File: config.mk
export PLATFORM = sky130hd
export DESIGN_NAME = k16_front_panel
export DESIGN_NICKNAME = d
export VERILOG_FILES = /design/src/rtl/k16_panel_defs.sv /design/src/rtl/k16_debounce.sv /design/src/rtl/k16_front_panel.sv
export SDC_FILE = /design/constraint.sdc
export NUM_CORES = 1
export LEC_CHECK = 0
export ABC_AREA = 1
export CORE_AREA = 10 10 256 258
export DETAILED_ROUTE_END_ITERATION = 10
export DIE_AREA = 0 0 266 268
export PLACE_DENSITY = 0.39
export SLEW_MARGIN = 10
export SYNTH_ARGS = -nofsm -noshare
export SYNTH_HDL_FRONTEND = slang
export SYNTH_SLANG_ARGS = --single-unit
export TNS_END_PERCENT = 100
File: constraint.sdc
create_clock -name clk -period 1.9 [get_ports clk]
set_input_delay 0.19 -clock clk [delete_from_list [all_inputs] [get_ports clk]]
set_output_delay 0.19 -clock clk [all_outputs]
set_load 0.01 [all_outputs]
File: src/rtl/k16_panel_defs.sv
// Shared K16 front-panel definitions: register offsets, command codes, FSM states.
// The CPU monitor decodes the same command codes, so this package is their single source.
package k16_panel_defs;

   // Register offsets from BASE_ADDR
   localparam logic [2:0] OFF_ADDR_SW  = 3'd0;
   localparam logic [2:0] OFF_CTRL_SW  = 3'd1;
   localparam logic [2:0] OFF_REG_SW   = 3'd2;
   localparam logic [2:0] OFF_ADDR_LED = 3'd3;
   localparam logic [2:0] OFF_DATA_LED = 3'd4;

   // Control commands; button index i maps to command code i+1
   typedef enum logic [2:0] {
      CMD_NONE             = 3'd0,
      CMD_INST_STEP        = 3'd1,
      CMD_EXAMINE          = 3'd2,
      CMD_EXAMINE_NEXT     = 3'd3,
      CMD_DEPOSIT          = 3'd4,
      CMD_DEPOSIT_NEXT     = 3'd5,
      CMD_EXAMINE_REGISTER = 3'd6,
      CMD_DEPOSIT_REGISTER = 3'd7
   } cmd_e;

   typedef enum logic [1:0] {
      ST_IDLE    = 2'd0,
      ST_ACTIVE  = 2'd1,
      ST_HOLD    = 2'd2,
      ST_LOCKOUT = 2'd3
   } state_e;

   // Lowest-index pressed button wins when several are seen together
   function automatic cmd_e lowest_cmd(input logic [6:0] b);
      lowest_cmd = CMD_NONE;
      for (int i = 6; i >= 0; i--) begin
         if (b[i]) lowest_cmd = cmd_e'(3'(i + 1));
      end
   endfunction

endpackage

File: src/rtl/k16_debounce.sv
// Two-flop synchronizer followed by a whole-vector stability counter.
// Any change of the synchronized value restarts the count; the value is accepted
// once it has been seen for DEBOUNCE_CYCLES consecutive cycles.
module k16_debounce #(
   parameter int          WIDTH           = 1,
   parameter logic [15:0] DEBOUNCE_CYCLES = 16'd50000
) (
   input  logic             clk,
   input  logic             reset,
   input  logic [WIDTH-1:0] raw,
   output logic [WIDTH-1:0] stable
);

   logic [WIDTH-1:0] sync1;
   logic [WIDTH-1:0] sync2;
   logic [WIDTH-1:0] cand;
   logic [15:0]      cnt;

   // Synchronize, track the candidate value and count how long it has held
   always_ff @(posedge clk) begin
      // NOTE: non-blocking assignments so every flop samples pre-edge values.
      if (reset) begin
         sync1  <= '0;
         sync2  <= '0;
         cand   <= '0;
         cnt    <= '0;
         stable <= '0;
      end else begin
         sync1 <= raw;
         sync2 <= sync1;
         if (sync2 != cand) begin
            cand <= sync2;
            cnt  <= 16'd1;
         end else begin
            if (cnt != 16'hFFFF) cnt <= cnt + 16'd1;
            if (cnt >= DEBOUNCE_CYCLES - 16'd1) stable <= cand;
         end
      end
   end

endmodule

File: src/rtl/k16_front_panel.sv
// K16 front-panel bus responder: switch registers, LED registers and the
// button-to-command FSM. Optional build macro K16_PANEL_SW_WRITE_EN lets CPU
// writes override the switch registers and force CTRL (simulation/self-test).
module k16_front_panel
   import k16_panel_defs::*;
#(
   parameter logic [15:0] BASE_ADDR       = 16'hFFF8,
   parameter logic [15:0] DEBOUNCE_CYCLES = 16'd50000,
   parameter logic [15:0] HOLD_CYCLES     = 16'd64
) (
   input  logic        clk,
   input  logic        reset,
   input  logic [15:0] address,
   input  logic [15:0] data_out,
   input  logic        write,
   output logic [15:0] data_in,
   output logic        sel,
   input  logic [15:0] sw_addr,
   input  logic [2:0]  sw_reg,
   input  logic [6:0]  btn,
   output logic [15:0] led_addr,
   output logic [15:0] led_data
);

   logic [15:0] sw_addr_db;
   logic [2:0]  sw_reg_db;
   logic [6:0]  btn_db;
   logic [15:0] addr_sw;
   logic [2:0]  reg_sw;
   logic [15:0] offset;
   logic [2:0]  reg_sel;
   logic        hit;
   logic        wr_en;
   logic [15:0] rd_mux;
   state_e      state;
   cmd_e        ctrl;
   logic [15:0] hold_cnt;

   k16_debounce #(.WIDTH(16), .DEBOUNCE_CYCLES(DEBOUNCE_CYCLES)) u_db_addr (
      .clk(clk), .reset(reset), .raw(sw_addr), .stable(sw_addr_db)
   );

   k16_debounce #(.WIDTH(3), .DEBOUNCE_CYCLES(DEBOUNCE_CYCLES)) u_db_reg (
      .clk(clk), .reset(reset), .raw(sw_reg), .stable(sw_reg_db)
   );

   for (genvar i = 0; i < 7; i++) begin : g_btn
      k16_debounce #(.WIDTH(1), .DEBOUNCE_CYCLES(DEBOUNCE_CYCLES)) u_db_btn (
         .clk(clk), .reset(reset), .raw(btn[i]), .stable(btn_db[i])
      );
   end

   // Subtracting the base makes the window check immune to address wrap
   assign offset  = address - BASE_ADDR;
   assign hit     = (offset <= 16'd4);
   assign reg_sel = offset[2:0];
   assign wr_en   = write & hit;

`ifdef K16_PANEL_SW_WRITE_EN
   logic        addr_ovr;
   logic        reg_ovr;
   logic [15:0] addr_ovr_val;
   logic [2:0]  reg_ovr_val;
   logic [15:0] addr_db_q;
   logic [2:0]  reg_db_q;

   // CPU writes shadow the switch registers until the debounced pins move
   always_ff @(posedge clk) begin
      if (reset) begin
         addr_ovr     <= 1'b0;
         reg_ovr      <= 1'b0;
         addr_ovr_val <= '0;
         reg_ovr_val  <= '0;
         addr_db_q    <= '0;
         reg_db_q     <= '0;
      end else begin
         addr_db_q <= sw_addr_db;
         reg_db_q  <= sw_reg_db;
         if (wr_en && reg_sel == OFF_ADDR_SW) begin
            addr_ovr     <= 1'b1;
            addr_ovr_val <= data_out;
         end else if (sw_addr_db != addr_db_q) begin
            addr_ovr <= 1'b0;
         end
         if (wr_en && reg_sel == OFF_REG_SW) begin
            reg_ovr     <= 1'b1;
            reg_ovr_val <= data_out[2:0];
         end else if (sw_reg_db != reg_db_q) begin
            reg_ovr <= 1'b0;
         end
      end
   end

   assign addr_sw = addr_ovr ? addr_ovr_val : sw_addr_db;
   assign reg_sw  = reg_ovr  ? reg_ovr_val  : sw_reg_db;
`else
   assign addr_sw = sw_addr_db;
   assign reg_sw  = sw_reg_db;
`endif

   // Read mux over the five registers; CTRL is the pre-edge command
   always_comb begin
      // NOTE: default first so no path leaves rd_mux unassigned (no latch).
      rd_mux = '0;
      case (reg_sel)
         OFF_ADDR_SW:  rd_mux = addr_sw;
         OFF_CTRL_SW:  rd_mux = {13'd0, ctrl};
         OFF_REG_SW:   rd_mux = {13'd0, reg_sw};
         OFF_ADDR_LED: rd_mux = led_addr;
         OFF_DATA_LED: rd_mux = led_data;
         default:      rd_mux = '0;
      endcase
   end

   // Registered bus read path and LED register writes; reset beats a write
   always_ff @(posedge clk) begin
      if (reset) begin
         data_in  <= '0;
         sel      <= 1'b0;
         led_addr <= '0;
         led_data <= '0;
      end else begin
         sel     <= hit;
         data_in <= hit ? rd_mux : 16'h0000;
         if (wr_en && reg_sel == OFF_ADDR_LED) led_addr <= data_out;
         if (wr_en && reg_sel == OFF_DATA_LED) led_data <= data_out;
      end
   end

   // Command FSM: latch a press, hold it after release, then force a NONE gap
   always_ff @(posedge clk) begin
      if (reset) begin
         state    <= ST_IDLE;
         ctrl     <= CMD_NONE;
         hold_cnt <= '0;
      end else begin
`ifdef K16_PANEL_SW_WRITE_EN
         if (wr_en && reg_sel == OFF_CTRL_SW) begin
            ctrl     <= cmd_e'(data_out[2:0]);
            state    <= (data_out[2:0] == 3'd0) ? ST_IDLE : ST_ACTIVE;
            hold_cnt <= '0;
         end else
`endif
         begin
            case (state)
               ST_IDLE: begin
                  if (|btn_db) begin
                     state <= ST_ACTIVE;
                     ctrl  <= lowest_cmd(btn_db);
                  end
               end
               ST_ACTIVE: begin
                  if (btn_db == '0) begin
                     state    <= ST_HOLD;
                     hold_cnt <= HOLD_CYCLES;
                  end
               end
               ST_HOLD: begin
                  // Leaving at 1 gives exactly HOLD_CYCLES cycles in HOLD
                  if (hold_cnt <= 16'd1) begin
                     state    <= ST_LOCKOUT;
                     ctrl     <= CMD_NONE;
                     hold_cnt <= 16'd1;
                  end else begin
                     hold_cnt <= hold_cnt - 16'd1;
                  end
               end
               ST_LOCKOUT: begin
                  if (hold_cnt != 16'd0) hold_cnt <= hold_cnt - 16'd1;
                  else if (btn_db == '0) state <= ST_IDLE;
               end
               default: state <= ST_IDLE;
            endcase
         end
      end
   end

endmodule
==> impl_summary.log <==
INFO  metric cts_tree = built
INFO  metric syn-cell-area = 0.01494 mm²
INFO  metric globalRouteTotalUtil = 11.02%
INFO  metric synth.yosys.warnings = 0
INFO  metric antenna-diode-count = 0
INFO  metric finish.net_count = 2454
INFO  metric number_of_instances_on_the_worst_hold_path = 2
INFO  metric holdCritPathClass = in2reg
INFO  metric p_leak = 8.232 nW
INFO  metric synth_cells = 2172
INFO  metric route.detailed.wl_per_inst = 12.44 µm
INFO  metric fin_util = 31.57%
INFO  metric holdPathEnd = g_btn[2].u_db_btn.cand$_SDFFE_PP0N_
INFO  metric outcome = finished, final reports clean
INFO  metric commonest_non_fill_non_tap_cells_in_the_layout = 444 x sky130_fd_sc_hd__nand2_1, 395 x sky130_fd_sc_hd__inv_1, 343 x sky130_fd_sc_hd__nor2_1, 316 x sky130_fd_sc_hd__dfxtp_1, 142 x sky130_fd_sc_hd__nand3_1
INFO  metric synth_area_leader = sky130_fd_sc_hd__dfxtp_1
INFO  metric hold_path.startpoint = reset
INFO  metric slowest_delay = 580 ps
INFO  metric layout_cell_share_with_drive_strength_beyond_1 = 9.892%
INFO  metric timing_worst_setup_path_type = reg2out
INFO  metric finalHoldViolations = 0
INFO  metric launch_instance_of_the_worst_register_to_register_path = g_btn[1].u_db_btn.cnt[0]$_SDFFE_PP0P_
INFO  metric max_cap_violations = 0
INFO  metric maxClockFrequency = 0.5787 GHz
INFO  metric core.rowCount = 90
INFO  metric detail_route.vias_per_cell = 4.234
INFO  metric grt_antenna_before_repair = 0
INFO  metric die_width = 266 µm
INFO  metric numCtsBuffers = 41
INFO  metric critical_path_buf_inv_count = 1
INFO  metric tritoncts_num_sinks = 318
INFO  metric period_minus_slack = 1728 ps
INFO  metric die_height = 268 µm
INFO  metric period_share = 90.94%
INFO  metric slew-limit-headroom = 65.46%
INFO  metric worstRegToRegCells = 9
INFO  metric vias = 13500
INFO  metric worst_slew_pin_slew = 514.2 ps
INFO  metric crit_arrival = 1540 ps
INFO  metric total_power = 0.01757 W
INFO  metric maximum_number_of_pins_on_one_net_before_global_route_repair = 42
INFO  metric max-clock-path-buffers = 3
INFO  metric critPathSlowestCell = sky130_fd_sc_hd__clkdlybuf4s50_1
INFO  metric final.fill_count = 6552
INFO  metric drt_pass1_iterations = 5
INFO  metric dpl_worst_slack = -125.4 ps
INFO  metric clk_latency = 540 ps
INFO  metric start_util = 24.85%
INFO  metric cp-start-kind = register
INFO  metric drt_wl_total = 39660 µm
INFO  metric synth.yosys.seq_area_share = 42.61%
INFO  metric path_clk_slew = 60 ps
INFO  metric core_area = 0.06013 mm²
INFO  metric netlist_top_cells_area = sky130_fd_sc_hd__dfxtp_1 43%, sky130_fd_sc_hd__nand2_1 11%, sky130_fd_sc_hd__inv_1 9.9%
INFO  metric cts_max_level = 2
INFO  metric layout.cells.most_common = sky130_fd_sc_hd__nand2_1
INFO  metric portBuffers = 109
INFO  metric first_pass_grt_wire_length = 65340 µm
INFO  metric top_level_ports = 110
INFO  metric cpLargestDelayFamily = buffers and inverters
INFO  metric finalClockSkew = 15.14 ps
INFO  metric worst_setup_path_end_kind = output port
INFO  metric drc = 0
INFO  metric synth_top_area_share = 42.61%
INFO  metric place.detailed.instances = 3109
INFO  metric final_max_slew_viol_count = 0
INFO  metric clock_root_buffer = sky130_fd_sc_hd__clkbuf_16
INFO  metric maximum_ir_drop_on_the_vdd_rail = 0.4391 mV
INFO  metric setup_viol = 0
INFO  metric synthesis.nets = 2249
INFO  metric yosys.cell_types.count = 43
INFO  metric postLayoutSetupSlackWorst = 172.1 ps
INFO  metric vias_in_the_first_global_route = 13250
INFO  metric cts.hold.buffers_added = 0
INFO  metric syn_avg_cell_area = 6.879 µm²
INFO  metric reg2reg_slack = 190 ps
INFO  metric cp.required = 1710 ps
INFO  metric ys_dominant_reg_cell = sky130_fd_sc_hd__dfxtp_1
INFO  metric detailedRoute.firstIterationViolations = 617
INFO  metric dp_hpwl = 29950 µm
INFO  metric asyncSetResetFlopFracSynth = 0%
INFO  metric final_cell_count_no_fill = 3188
INFO  metric timing.critical_path.fanout_max = 3
INFO  metric leftover_overflow_at_the_end_of_global_routing = 0
INFO  metric worst_reg2reg_path_endpoint = g_btn[1].u_db_btn.cnt[0]$_SDFFE_PP0P_
INFO  metric areaGrowthSynthToFinish = 27.06%
INFO  metric timing.critical_path.cells = clkdlybuf4s50_1
INFO  metric drtAntennaViolNets = 0
INFO  metric gp_congestion = 0.8095
INFO  metric synth_enable_flop_cells = 0
INFO  metric powerDensity = 925.7 mW/mm²
INFO  metric synth.ff_latch_count = 318
INFO  metric die_area = 0.07129 mm²
-- how the worst max path moves through the flow --
stage,from,endpoint,slack [ps],cells past startpoint
final,led_data[10]$_SDFFE_PP0P_,led_data[10],170,1
after global routing,hold_cnt[1]$_SDFFE_PP0P_,hold_cnt[1]$_SDFFE_PP0P_,-3,11
after CTS,g_btn[5].u_db_btn.cnt[0]$_SDFFE_PP0P_,g_btn[5].u_db_btn.stable$_SDFFE_PP0P_,70,9
after detailed placement,address[3],data_in[15]$_SDFF_PP0_,-130,10
after global placement,address[3],led_data[9]$_SDFFE_PP0P_,-80,11
after floorplan,u_db_addr.cnt[0]$_SDFFE_PP0P_,u_db_addr.cnt[11]$_SDFFE_PP0P_,340,9
-- final cells by class --
cell class                      instances  area [µm²]  area share [%]
Clock buffer                           52        1117           5.885
Clock inverter                         20       242.7           1.279
Tap cell                              782       978.4           5.154
Timing Repair Buffer                  200        1859           9.794
Sequential cell                       318        6369           33.55
Inverter                              405        1520           8.008
Multi-Input combinational cell       1411        6898           36.33
-- kinds of logic after synthesis --
logic type / synth area share [%]
AOI/OAI and AO/OA: 8.642
xor gates and xnor gates: 3.693
adders and majority gates: 1.340
buffers and inverters: 11.62
DFF: 42.61
and+or+nand+nor: 32.10
-- Yosys cell counts (4+ instances only) --
master,count
sky130_fd_sc_hd__nor2_4,5
sky130_fd_sc_hd__nor2_1,347
sky130_fd_sc_hd__nand3_2,6
sky130_fd_sc_hd__a21oi_1,80
sky130_fd_sc_hd__xnor2_1,20
sky130_fd_sc_hd__inv_2,4
sky130_fd_sc_hd__nand2_1,444
sky130_fd_sc_hd__nand2_2,6
sky130_fd_sc_hd__buf_1,4
sky130_fd_sc_hd__nand4_1,34
sky130_fd_sc_hd__nor3_1,47
sky130_fd_sc_hd__inv_1,396
sky130_fd_sc_hd__nand3_1,142
sky130_fd_sc_hd__a31oi_1,48
sky130_fd_sc_hd__ha_1,16
sky130_fd_sc_hd__nor4_1,18
sky130_fd_sc_hd__or2_2,31
sky130_fd_sc_hd__o31ai_1,5
sky130_fd_sc_hd__clkinv_1,5
sky130_fd_sc_hd__buf_2,14
sky130_fd_sc_hd__o22ai_1,16
sky130_fd_sc_hd__o21ai_0,59
sky130_fd_sc_hd__nor2_2,9
sky130_fd_sc_hd__xor2_1,43
sky130_fd_sc_hd__dfxtp_1,318
sky130_fd_sc_hd__nand3b_1,9
sky130_fd_sc_hd__o21a_1,5
sky130_fd_sc_hd__buf_6,7
sky130_fd_sc_hd__clkbuf_1,12
-- stage by stage --
stage,TNS (ps),area [µm²],hold slack (ps)
finish,0,18980,47.98
global route,-2.642,18980,48.29
CTS,0,18860,28.75
detailed placement,-4699,17500,394.8
global placement,-3612,17500,393.7
floorplan,0,14940,297.0
-- timing repair --
action | 4_1_cts | 5_1_grt
gates resized for setup | 0 | 18
setup endpoints to repair | 0 | 52
endpoints found under the hold margin | 0 | 0
buffers inserted | 0 | 7
-- registers in the layout, indices dropped and copies added, names as in the netlist, 16 cells and up --
register and count:
data_in 16, g_btn.u_db_btn.cnt 112, hold_cnt 16, led_addr 16, led_data 16, u_db_addr.cand 16, u_db_addr.cnt 16, u_db_addr.stable 16
u_db_addr.sync1 16, u_db_addr.sync2 16, u_db_reg.cnt 16
-- layer usage --
metal | wire [µm] | up-vias | share of wire, % | track usage (%)
li1 | - | 7197 | - | -
met5 | 0 | - | 0 | 0
met4 | 887 | 0 | 2.2 | 3.521
met3 | 1406 | 56 | 3.5 | 1.965
met2 | 18470 | 170 | 47 | 19.02
met1 | 18890 | 6076 | 48 | 13.71
-- power by group --
part | switching (W) | internal [W]
registers | 0.000230 | 0.00696
clock network | 0.00299 | 0.00484
logic | 0.00153 | 0.00102
(Power assumes the default switching activity.)
